<file path="src/rtl/we_top.sv">
// -----------------------------------------------------------------------------
// we_top -- WearEChem SPI datapath wrapper
//
// Purpose:
//   On a trigger, a DATA_W-bit command word is loaded into an internal SPI
//   master and shifted out MSB first. MOSI is looped straight back into an
//   internal SPI slave shift register. When the frame ends, the received word
//   is pushed into a small output FIFO that the host drains with a read
//   enable. A single-cycle done_spi pulse marks each completed transfer.
//
// Ports:
//   clk                 in   system clock, all logic on rising edge
//   rst                 in   asynchronous active-low reset (0 = in reset)
//   data_in             in   word to transmit, sampled at transfer start
//   trigger_sys         in   start request, level-sampled while IDLE
//   rd_en_fifo_spi_out  in   FIFO read request
//   done_spi            out  one-cycle pulse per completed transfer
//   fifo_spi_out        out  registered FIFO read data
// -----------------------------------------------------------------------------
module we_top #(
  parameter int DATA_W     = 40,
  parameter int FIFO_DEPTH = 4
) (
  input  logic              clk,
  input  logic              rst,
  input  logic [DATA_W-1:0] data_in,
  input  logic              trigger_sys,
  input  logic              rd_en_fifo_spi_out,
  output logic              done_spi,
  output logic [DATA_W-1:0] fifo_spi_out
);

  localparam int CNT_W = $clog2(DATA_W);
  localparam int PTR_W = $clog2(FIFO_DEPTH);
  localparam int OCC_W = $clog2(FIFO_DEPTH + 1);

  typedef enum logic [1:0] {
    IDLE  = 2'd0,
    LOAD  = 2'd1,
    SHIFT = 2'd2,
    PUSH  = 2'd3
  } state_t;

  state_t state;
  state_t state_next;

  // FSM outputs
  logic cs_n;
  logic load_en;
  logic shift_en;
  logic push_en;

  // SPI datapath
  logic [DATA_W-1:0] master_sr;
  logic [DATA_W-1:0] slave_sr;
  logic [CNT_W-1:0]  bit_cnt;
  logic              last_bit;
  logic              mosi;

  // FIFO
  logic [DATA_W-1:0] mem [FIFO_DEPTH];
  logic [PTR_W-1:0]  wr_ptr;
  logic [PTR_W-1:0]  rd_ptr;
  logic [OCC_W-1:0]  count;
  logic              full;
  logic              empty;
  logic              wr_fire;
  logic              rd_fire;

  assign last_bit = (bit_cnt == CNT_W'(DATA_W - 1));
  assign mosi     = master_sr[DATA_W-1];

  // ---------------------------------------------------------------------------
  // FSM: state register
  // ---------------------------------------------------------------------------
  always_ff @(posedge clk or negedge rst) begin
    if (!rst) begin
      state <= IDLE;
    end else begin
      state <= state_next;
    end
  end

  // ---------------------------------------------------------------------------
  // FSM: next-state logic
  // ---------------------------------------------------------------------------
  always_comb begin
    state_next = state;
    unique case (state)
      IDLE:    if (trigger_sys) state_next = LOAD;
      LOAD:    state_next = SHIFT;
      SHIFT:   if (last_bit) state_next = PUSH;
      PUSH:    state_next = IDLE;
      default: state_next = IDLE;
    endcase
  end

  // ---------------------------------------------------------------------------
  // FSM: output logic
  // ---------------------------------------------------------------------------
  always_comb begin
    cs_n     = 1'b1;
    load_en  = 1'b0;
    shift_en = 1'b0;
    push_en  = 1'b0;
    unique case (state)
      IDLE:  load_en = trigger_sys;
      LOAD:  cs_n = 1'b0;
      SHIFT: begin
        cs_n     = 1'b0;
        shift_en = 1'b1;
      end
      PUSH:  push_en = 1'b1;
      default: ;
    endcase
  end

  // ---------------------------------------------------------------------------
  // SPI master: parallel load at accept, then shift left MSB first
  // ---------------------------------------------------------------------------
  always_ff @(posedge clk or negedge rst) begin
    if (!rst) begin
      master_sr <= '0;
      bit_cnt   <= '0;
    end else if (load_en) begin
      master_sr <= data_in;
      bit_cnt   <= '0;
    end else if (shift_en) begin
      master_sr <= {master_sr[DATA_W-2:0], 1'b0};
      bit_cnt   <= bit_cnt + CNT_W'(1);
    end
  end

  // ---------------------------------------------------------------------------
  // SPI slave: active while cs_n is low. The LOAD cycle (first cycle with
  // cs_n low) clears it so each frame starts from a clean register.
  // ---------------------------------------------------------------------------
  always_ff @(posedge clk or negedge rst) begin
    if (!rst) begin
      slave_sr <= '0;
    end else if (!cs_n) begin
      if (state == LOAD) begin
        slave_sr <= '0;
      end else begin
        slave_sr <= {slave_sr[DATA_W-2:0], mosi};
      end
    end
  end

  // Completion pulse, registered so it is high for the cycle after PUSH.
  always_ff @(posedge clk or negedge rst) begin
    if (!rst) begin
      done_spi <= 1'b0;
    end else begin
      done_spi <= push_en;
    end
  end

  // ---------------------------------------------------------------------------
  // Output FIFO. Full/empty decisions use the occupancy before the edge, so a
  // write into a full FIFO is dropped even if a read happens on the same edge,
  // and a read of an empty FIFO ignores a write on the same edge.
  // ---------------------------------------------------------------------------
  assign full    = (count == OCC_W'(FIFO_DEPTH));
  assign empty   = (count == '0);
  assign wr_fire = push_en && !full;
  assign rd_fire = rd_en_fifo_spi_out && !empty;

  // Storage array kept reset-free so it maps onto RAM.
  always_ff @(posedge clk) begin
    if (wr_fire) begin
      mem[wr_ptr] <= slave_sr;
    end
  end

  always_ff @(posedge clk or negedge rst) begin
    if (!rst) begin
      wr_ptr       <= '0;
      rd_ptr       <= '0;
      count        <= '0;
      fifo_spi_out <= '0;
    end else begin
      if (wr_fire) begin
        wr_ptr <= wr_ptr + PTR_W'(1);
      end
      if (rd_fire) begin
        rd_ptr       <= rd_ptr + PTR_W'(1);
        fifo_spi_out <= mem[rd_ptr];
      end
      unique case ({wr_fire, rd_fire})
        2'b10:   count <= count + OCC_W'(1);
        2'b01:   count <= count - OCC_W'(1);
        default: count <= count;
      endcase
    end
  end

endmodule

</file>
<file path="config.mk">
export PLATFORM = sky130hd
export DESIGN_NAME = we_top
export DESIGN_NICKNAME = d
export VERILOG_FILES = /design/src/rtl/we_top.sv
export SDC_FILE = /design/constraint.sdc
export NUM_CORES = 1
export LEC_CHECK = 0
export CAP_MARGIN = 10
export CORE_MARGIN = 5
export CORE_UTILIZATION = 45
export DETAILED_ROUTE_END_ITERATION = 8
export PLACE_DENSITY = 0.66
export RECOVER_POWER = 25
export SLEW_MARGIN = 30
export SYNTH_ARGS = -nofsm -noshare
export SYNTH_HDL_FRONTEND = slang
export SYNTH_SLANG_ARGS = --single-unit
</file>
<file path="constraint.sdc">
create_clock -name clk -period 2.19 [get_ports clk]
set_input_delay 0.219 -clock clk [delete_from_list [all_inputs] [get_ports clk]]
set_output_delay 0.219 -clock clk [all_outputs]
set_load 0.02 [all_outputs]
</file>
==> results.json, run 1 <==
{
  "n_antenna_cell": 0,
  "die_h_um": 172,
  "hp-start": "data_in[18]",
  "synth.distinct_cells": 34,
  "syn-num-nets": 864,
  "place_area_um2": 13100,
  "end_kind": "register",
  "netlist_area_um2": 11800,
  "drcViolationCount": 0,
  "clock_latency_ns": 0.54,
  "tns_ns": 0,
  "via_count": 6245,
  "slew_headroom_pct": 6.49,
  "grt_remaining_overflow": 0,
  "critPathMaxFanout": 7,
  "synth-seq-area-share_pct": 69.7,
  "power.switching_mw": 6.37,
  "avgSynthCellArea_um2": 14.6,
  "area_growth_pct": 18.9,
  "vdd_drop_max_v": 0.000679,
  "synth_seq_cells": 296,
  "cts_tree": "built",
  "io_buffers": 84,
  "p_seq_share_pct": 43.9,
  "wirelength_um": 20500,
  "cts_buffers": 30,
  "final_cell_count_no_fill": 1262,
  "hold_end": "master_sr[18]$_DFFE_PN0P_",
  "fp.dieW_um": 172,
  "final_layout_size_suffix_gt1_share_pct": 12.7,
  "dp_slack_ns": 0.189,
  "grt_first_pass_wirelength_um": 34700,
  "crit_arrival_ns": 2.44,
  "root_buffer": "clkbuf_16",
  "final_common_cell": "nand2_1",
  "post_drt_wl_per_cell_um": 16.2,
  "cts.sinks": 296,
  "final_area_um2": 14000,
  "reg2reg_from": "state[0]$_DFFE_PN0P_",
  "final_max_slew_viol_count": 0,
  "firstDrtPassIters": 5,
  "worstMarginPinSlew_ns": 1.40,
  "rsz0062_at_grt": "false",
  "ant_nets": 0,
  "antenna_found_initial": 0,
  "dp_hpwl_um": 11900,
  "cp.required_ns": 2.65,
  "switching_share_pct": 32.1,
  "p_int_mw": 13.5,
  "initial_core_util_pct": 45.4,
  "grt_start_max_net_pins": 81,
  "io_pins": 85,
  "power_density_nw_per_um2": 1420,
  "finalNetCount": 959,
  "core_um2": 25900,
  "period_share_pct": 90.3,
  "crit_type": "reg -> reg",
  "power_frac_clock_pct": 24.0,
  "gp_congestion": 0.718,
  "r2r-end": "count[2]$_DFFE_PN0P_",
  "grt_pass1_vias": 6618,
  "drt-vias-per-instance": 4.95,
  "htree_levels": 1,
  "hold_class": "in -> reg",
  "power_leakage_nw": 5.42,
  "setup_viol": 0,
  "max_freq_mhz": 506,
  "period_minus_slack_ns": 1.98,
  "dp.cells": 1205,
  "ys_warn_count": 0,
  "die_area_um2": 29500,
  "combPwrFrac_pct": 32.1,
  "start_kind": "register",
  "skew_ns": 0.00711,
  "maxCapViolCount": 0,
  "drtIter0Drc": 312,
  "hold_violations": 0,
  "final_cell_mix": "nand2_1, edfxtp_1, dfrtp_1",
  "ff2ff_path_depth": 10,
  "clockBufferDepth": 3,
  "rows": 59,
  "grt_usage_pct": 14.6,
  "fin_ws_ns": 0.212,
  "min_path_cells": 3,
  "clk_pin_slew_ns": 0.06,
  "rrSetupSlack_ns": 0.21,
  "status": "completed",
  "syn_inst": 808
}
==> final cells by class <==
cell class | count | area [um^2]
clock buffer | 45 | 868
clock inverter | 11 | 62.6
fill | 2100 | 11900
inverter | 50 | 188
multi-input combinational | 416 | 3110
sequential | 296 | 8210
tap | 335 | 419
timing repair buffer | 109 | 1140
==> Yosys cell counts (all sizes together) <==
| library cell | instances | area [um^2] |
|---|---|---|
| xor2 | 5 | 43.8 |
| edfxtp | 160 | 4800 |
| fa | 1 | 20.0 |
| buf | 29 | 216 |
| o21ai | 81 | 405 |
| dfrtp | 136 | 3400 |
| xnor2 | 5 | 43.8 |
| a21oi | 1 | 5.00 |
| ha | 11 | 138 |
| nor3b | 1 | 7.51 |
| nand2b | 3 | 18.8 |
| o31ai | 1 | 21.3 |
| a311o | 1 | 10.0 |
| mux2i | 42 | 420 |
| inv | 50 | 188 |
| a31oi | 1 | 21.3 |
| nor2 | 7 | 26.3 |
| clkbuf | 17 | 63.8 |
| and4 | 1 | 8.76 |
| mux4 | 40 | 908 |
| nand3b | 40 | 300 |
| a311oi | 1 | 8.76 |
| nand4 | 2 | 12.5 |
| or3 | 1 | 6.26 |
| nand2 | 164 | 616 |
| and2 | 5 | 31.3 |
| mux2 | 1 | 11.3 |
| nor4bb | 1 | 10.0 |
==> per-stage QoR <==
step                hold WS [ns]  power, mW  util (%)
floorplan                -0.0766       13.2         -
global placement           0.208       15.2      50.4
detailed placement         0.204       15.4      50.4
CTS                        0.196       20.2      54.0
global route               0.235       21.3      54.0
finish                     0.233       19.9      54.0
==> power groups by stage <==
stage / logic [mW] / clock network [mW] / registers [mW]
finish: 6.38 / 4.76 / 8.73
global route: 7.16 / 5.16 / 8.96
CTS: 6.54 / 4.90 / 8.75
detailed placement: 6.51 / 0 / 8.86
global placement: 6.41 / 0 / 8.77
floorplan: 4.17 / 0 / 9.06
==> worst max path at each step <==
stage                      endpoint                  from  depth (start not counted)  slack (ns)
3_3_place_gp   count[2]$_DFFE_PN0P_    rd_en_fifo_spi_out                          9        0.25
5_1_grt        count[2]$_DFFE_PN0P_  state[0]$_DFFE_PN0P_                         10         0.1
2_1_floorplan  count[2]$_DFFE_PN0P_  count[1]$_DFFE_PN0P_                          9        0.34
3_5_place_dp   count[2]$_DFFE_PN0P_    rd_en_fifo_spi_out                          9        0.19
4_1_cts        count[2]$_DFFE_PN0P_  state[0]$_DFFE_PN0P_                         10        0.19
6_report       count[2]$_DFFE_PN0P_  state[0]$_DFFE_PN0P_                         10        0.21
==> sequential cells by signal, summed over array words and instances (netlist names) <==
register / flops
count: 3
done_spi: 1
slave_sr: 40
rd_ptr: 2
master_sr: 40
mem: 160
bit_cnt: 6
wr_ptr: 2
fifo_spi_out: 40
state: 2
==> worst max-delay path, cell delays in order (launching register included) <==
cell and delay (ns):
dfrtp_1 0.41, ha_1 0.24, inv_1 0.10, a31oi_4 0.06
inv_1 0.08, ha_1 0.18, inv_1 0.06, fa_1 0.37
xor2_1 0.15, nor2_1 0.12, xor2_1 0.15
==> kinds of logic after synthesis <==
| group | synth area share [%] |
|---|---|
| fa+ha+maj | 1.34 |
| mux | 11.4 |
| compound gates | 4.01 |
| buf+inv | 3.98 |
| simple gates | 8.81 |
| xor+xnor | 0.744 |
| flops | 69.7 |
==> per-layer routing <==
metal | GRT usage, % | up-vias | part of all wire, %
met5 | 0 | - | 0
met4 | 3.03 | 0 | 1.3
met3 | 2.69 | 24 | 5.1
met2 | 24.7 | 136 | 50
met1 | 20.0 | 3034 | 44
li1 | - | 3051 | -
==> repair_timing <==
action / in CTS / in global routing
resized for setup: 0 / 0
hold buffers: 1 / 0
buffers inserted: 0 / 0
endpoints found under the hold margin: 43 / 0
No activity file was read; power rests on OpenSTA's default activity.
==> inputs of run 2 (changes only) <==
SETUP_SLACK_MARGIN = 0.3   (was default)
==> results.json, run 2 (same netlist as run 1, synthesis figures left out) <==
{
  "status": "completed",
  "antenna_found_initial": 0,
  "final_layout_size_suffix_gt1_share_pct": 13.7,
  "rsz0062_at_grt": "false",
  "io_buffers": 84,
  "final_common_cell": "nand2_1",
  "r2r-end": "count[2]$_DFFE_PN0P_",
  "finalPower_mw": 19.9,
  "final_max_slew_viol_count": 0,
  "area_growth_pct": 19.2,
  "dp_hpwl_um": 11900,
  "crit_start": "state[0]$_DFFE_PN0P_",
  "grt_usage_pct": 14.6,
  "multi_input_area_um2": 3110,
  "final_cell_mix": "nand2_1, edfxtp_1, dfrtp_1",
  "rrSetupSlack_ns": 0.35,
  "ff2ff_path_depth": 10,
  "register_area_um2": 8210,
  "drt-vias-per-instance": 4.96,
  "fp.dieW_um": 172,
  "tns_ns": 0,
  "io_pins": 85,
  "power_leakage_nw": 5.44,
  "end_kind": "register",
  "grt_pass1_vias": 6640,
  "n_antenna_cell": 0,
  "power_density_nw_per_um2": 1420,
  "reg2reg_from": "state[0]$_DFFE_PN0P_",
  "clockBufferDepth": 3,
  "cp.required_ns": 2.65,
  "place_area_um2": 13100,
  "clock_latency_ns": 0.54,
  "crit_path_end": "count[2]$_DFFE_PN0P_",
  "drtIter0Drc": 320,
  "maxCapViolCount": 0,
  "worstMarginPinSlew_ns": 1.41,
  "die_area_um2": 29500,
  "fillers": 2090,
  "start_kind": "register",
  "largest_reg_flops": 160,
  "crit_type": "reg -> reg",
  "grt_first_pass_wirelength_um": 34800,
  "finalNetCount": 964,
  "critPathMaxFanout": 2,
  "period_share_pct": 83.9,
  "cts.sinks": 296,
  "setup_viol": 0,
  "ant_nets": 0,
  "root_buffer": "clkbuf_16",
  "initial_core_util_pct": 45.4,
  "firstDrtPassIters": 6,
  "top_register": "mem",
  "max_freq_mhz": 545,
  "via_count": 6280,
  "cts_tree": "built",
  "htree_levels": 1,
  "die_h_um": 172,
  "period_minus_slack_ns": 1.84,
  "final_area_um2": 14000,
  "post_drt_wl_per_cell_um": 16.2,
  "hold_violations": 0,
  "gp_congestion": 0.718,
  "clk_pin_slew_ns": 0.06,
  "cts_buffers": 30,
  "slew_headroom_pct": 6.13,
  "rows": 59,
  "drcViolationCount": 0,
  "hold_class": "in -> reg",
  "vdd_drop_max_v": 0.000679,
  "skew_ns": 0.00627,
  "grt_remaining_overflow": 0,
  "grt_start_max_net_pins": 81,
  "crit_arrival_ns": 2.29,
  "min_path_cells": 3,
  "wirelength_um": 20600,
  "core_um2": 25900
}
[run 2: cell count changes in the layout (fill, tap and decap cells not counted), sizes merged]
cell / change
buf: +5
[run 2: area by class of cell]
| cell class | count | share of cell area, % |
|---|---|---|
| flip-flops and latches | 296 | 58.5 |
| multi-input cells | 416 | 22.2 |
| repair buffers | 114 | 8.38 |
| clock buffers | 45 | 6.19 |
| well taps | 335 | 2.99 |
| inverters | 50 | 1.34 |
| clock inverters | 11 | 0.446 |
[run 2: worst max-delay path, stage by stage (launching register included)]
cell and delay (ns):
dfrtp_1 0.39, ha_1 0.24, inv_2 0.07, a31oi_4 0.03, inv_1 0.07, ha_2 0.18, inv_1 0.05, fa_2 0.33
xor2_1 0.14, nor2_1 0.12, xor2_1 0.15
[run 2: layer usage]
metal  wire, um  track usage [%]  vias up
li1           -                -     3059
met1       9020             20.0     3063
met2      10300             24.8      134
met3       1010             2.69       24
met4        264             3.03        0
met5          0                0        -
[run 2: how the worst min path moves through the flow]
stage                                              end  slack (ns)         from
after detailed placement  fifo_spi_out[24]$_DFFE_PN0P_        0.20          rst
after CTS                 fifo_spi_out[24]$_DFFE_PN0P_        0.20          rst
final                        master_sr[18]$_DFFE_PN0P_        0.24  data_in[18]
after global placement    fifo_spi_out[24]$_DFFE_PN0P_        0.21          rst
after floorplan                 bit_cnt[0]$_DFFE_PN0P_       -0.08          rst
after global routing         master_sr[26]$_DFFE_PN0P_        0.24  data_in[26]
[run 2: stage by stage]
stage | worst slack [ns] | util [%] | hold slack, ns | instances
after floorplan | 0.338 | - | -0.0766 | 808
after global placement | 0.249 | 50.4 | 0.208 | 1205
after detailed placement | 0.189 | 50.4 | 0.204 | 1205
after CTS | 0.305 | 54.1 | 0.196 | 1265
after global routing | 0.254 | 54.2 | 0.235 | 1267
final | 0.353 | 54.2 | 0.235 | 1267
[run 2: where the power goes]
| part | internal [mW] | total (mW) | switching (mW) |
|---|---|---|---|
| clock | 2.73 | 4.75 | 2.02 |
| sequential | 7.80 | 8.72 | 0.919 |
| combinational | 3.01 | 6.47 | 3.45 |
[run 2: what timing repair did]
item,in CTS,in global routing
pin swaps,3,3
hold buffers,1,0
buffers inserted,3,2
setup endpoints to repair,2,38
gates resized for setup,5,2
hold endpoints to repair,43,0
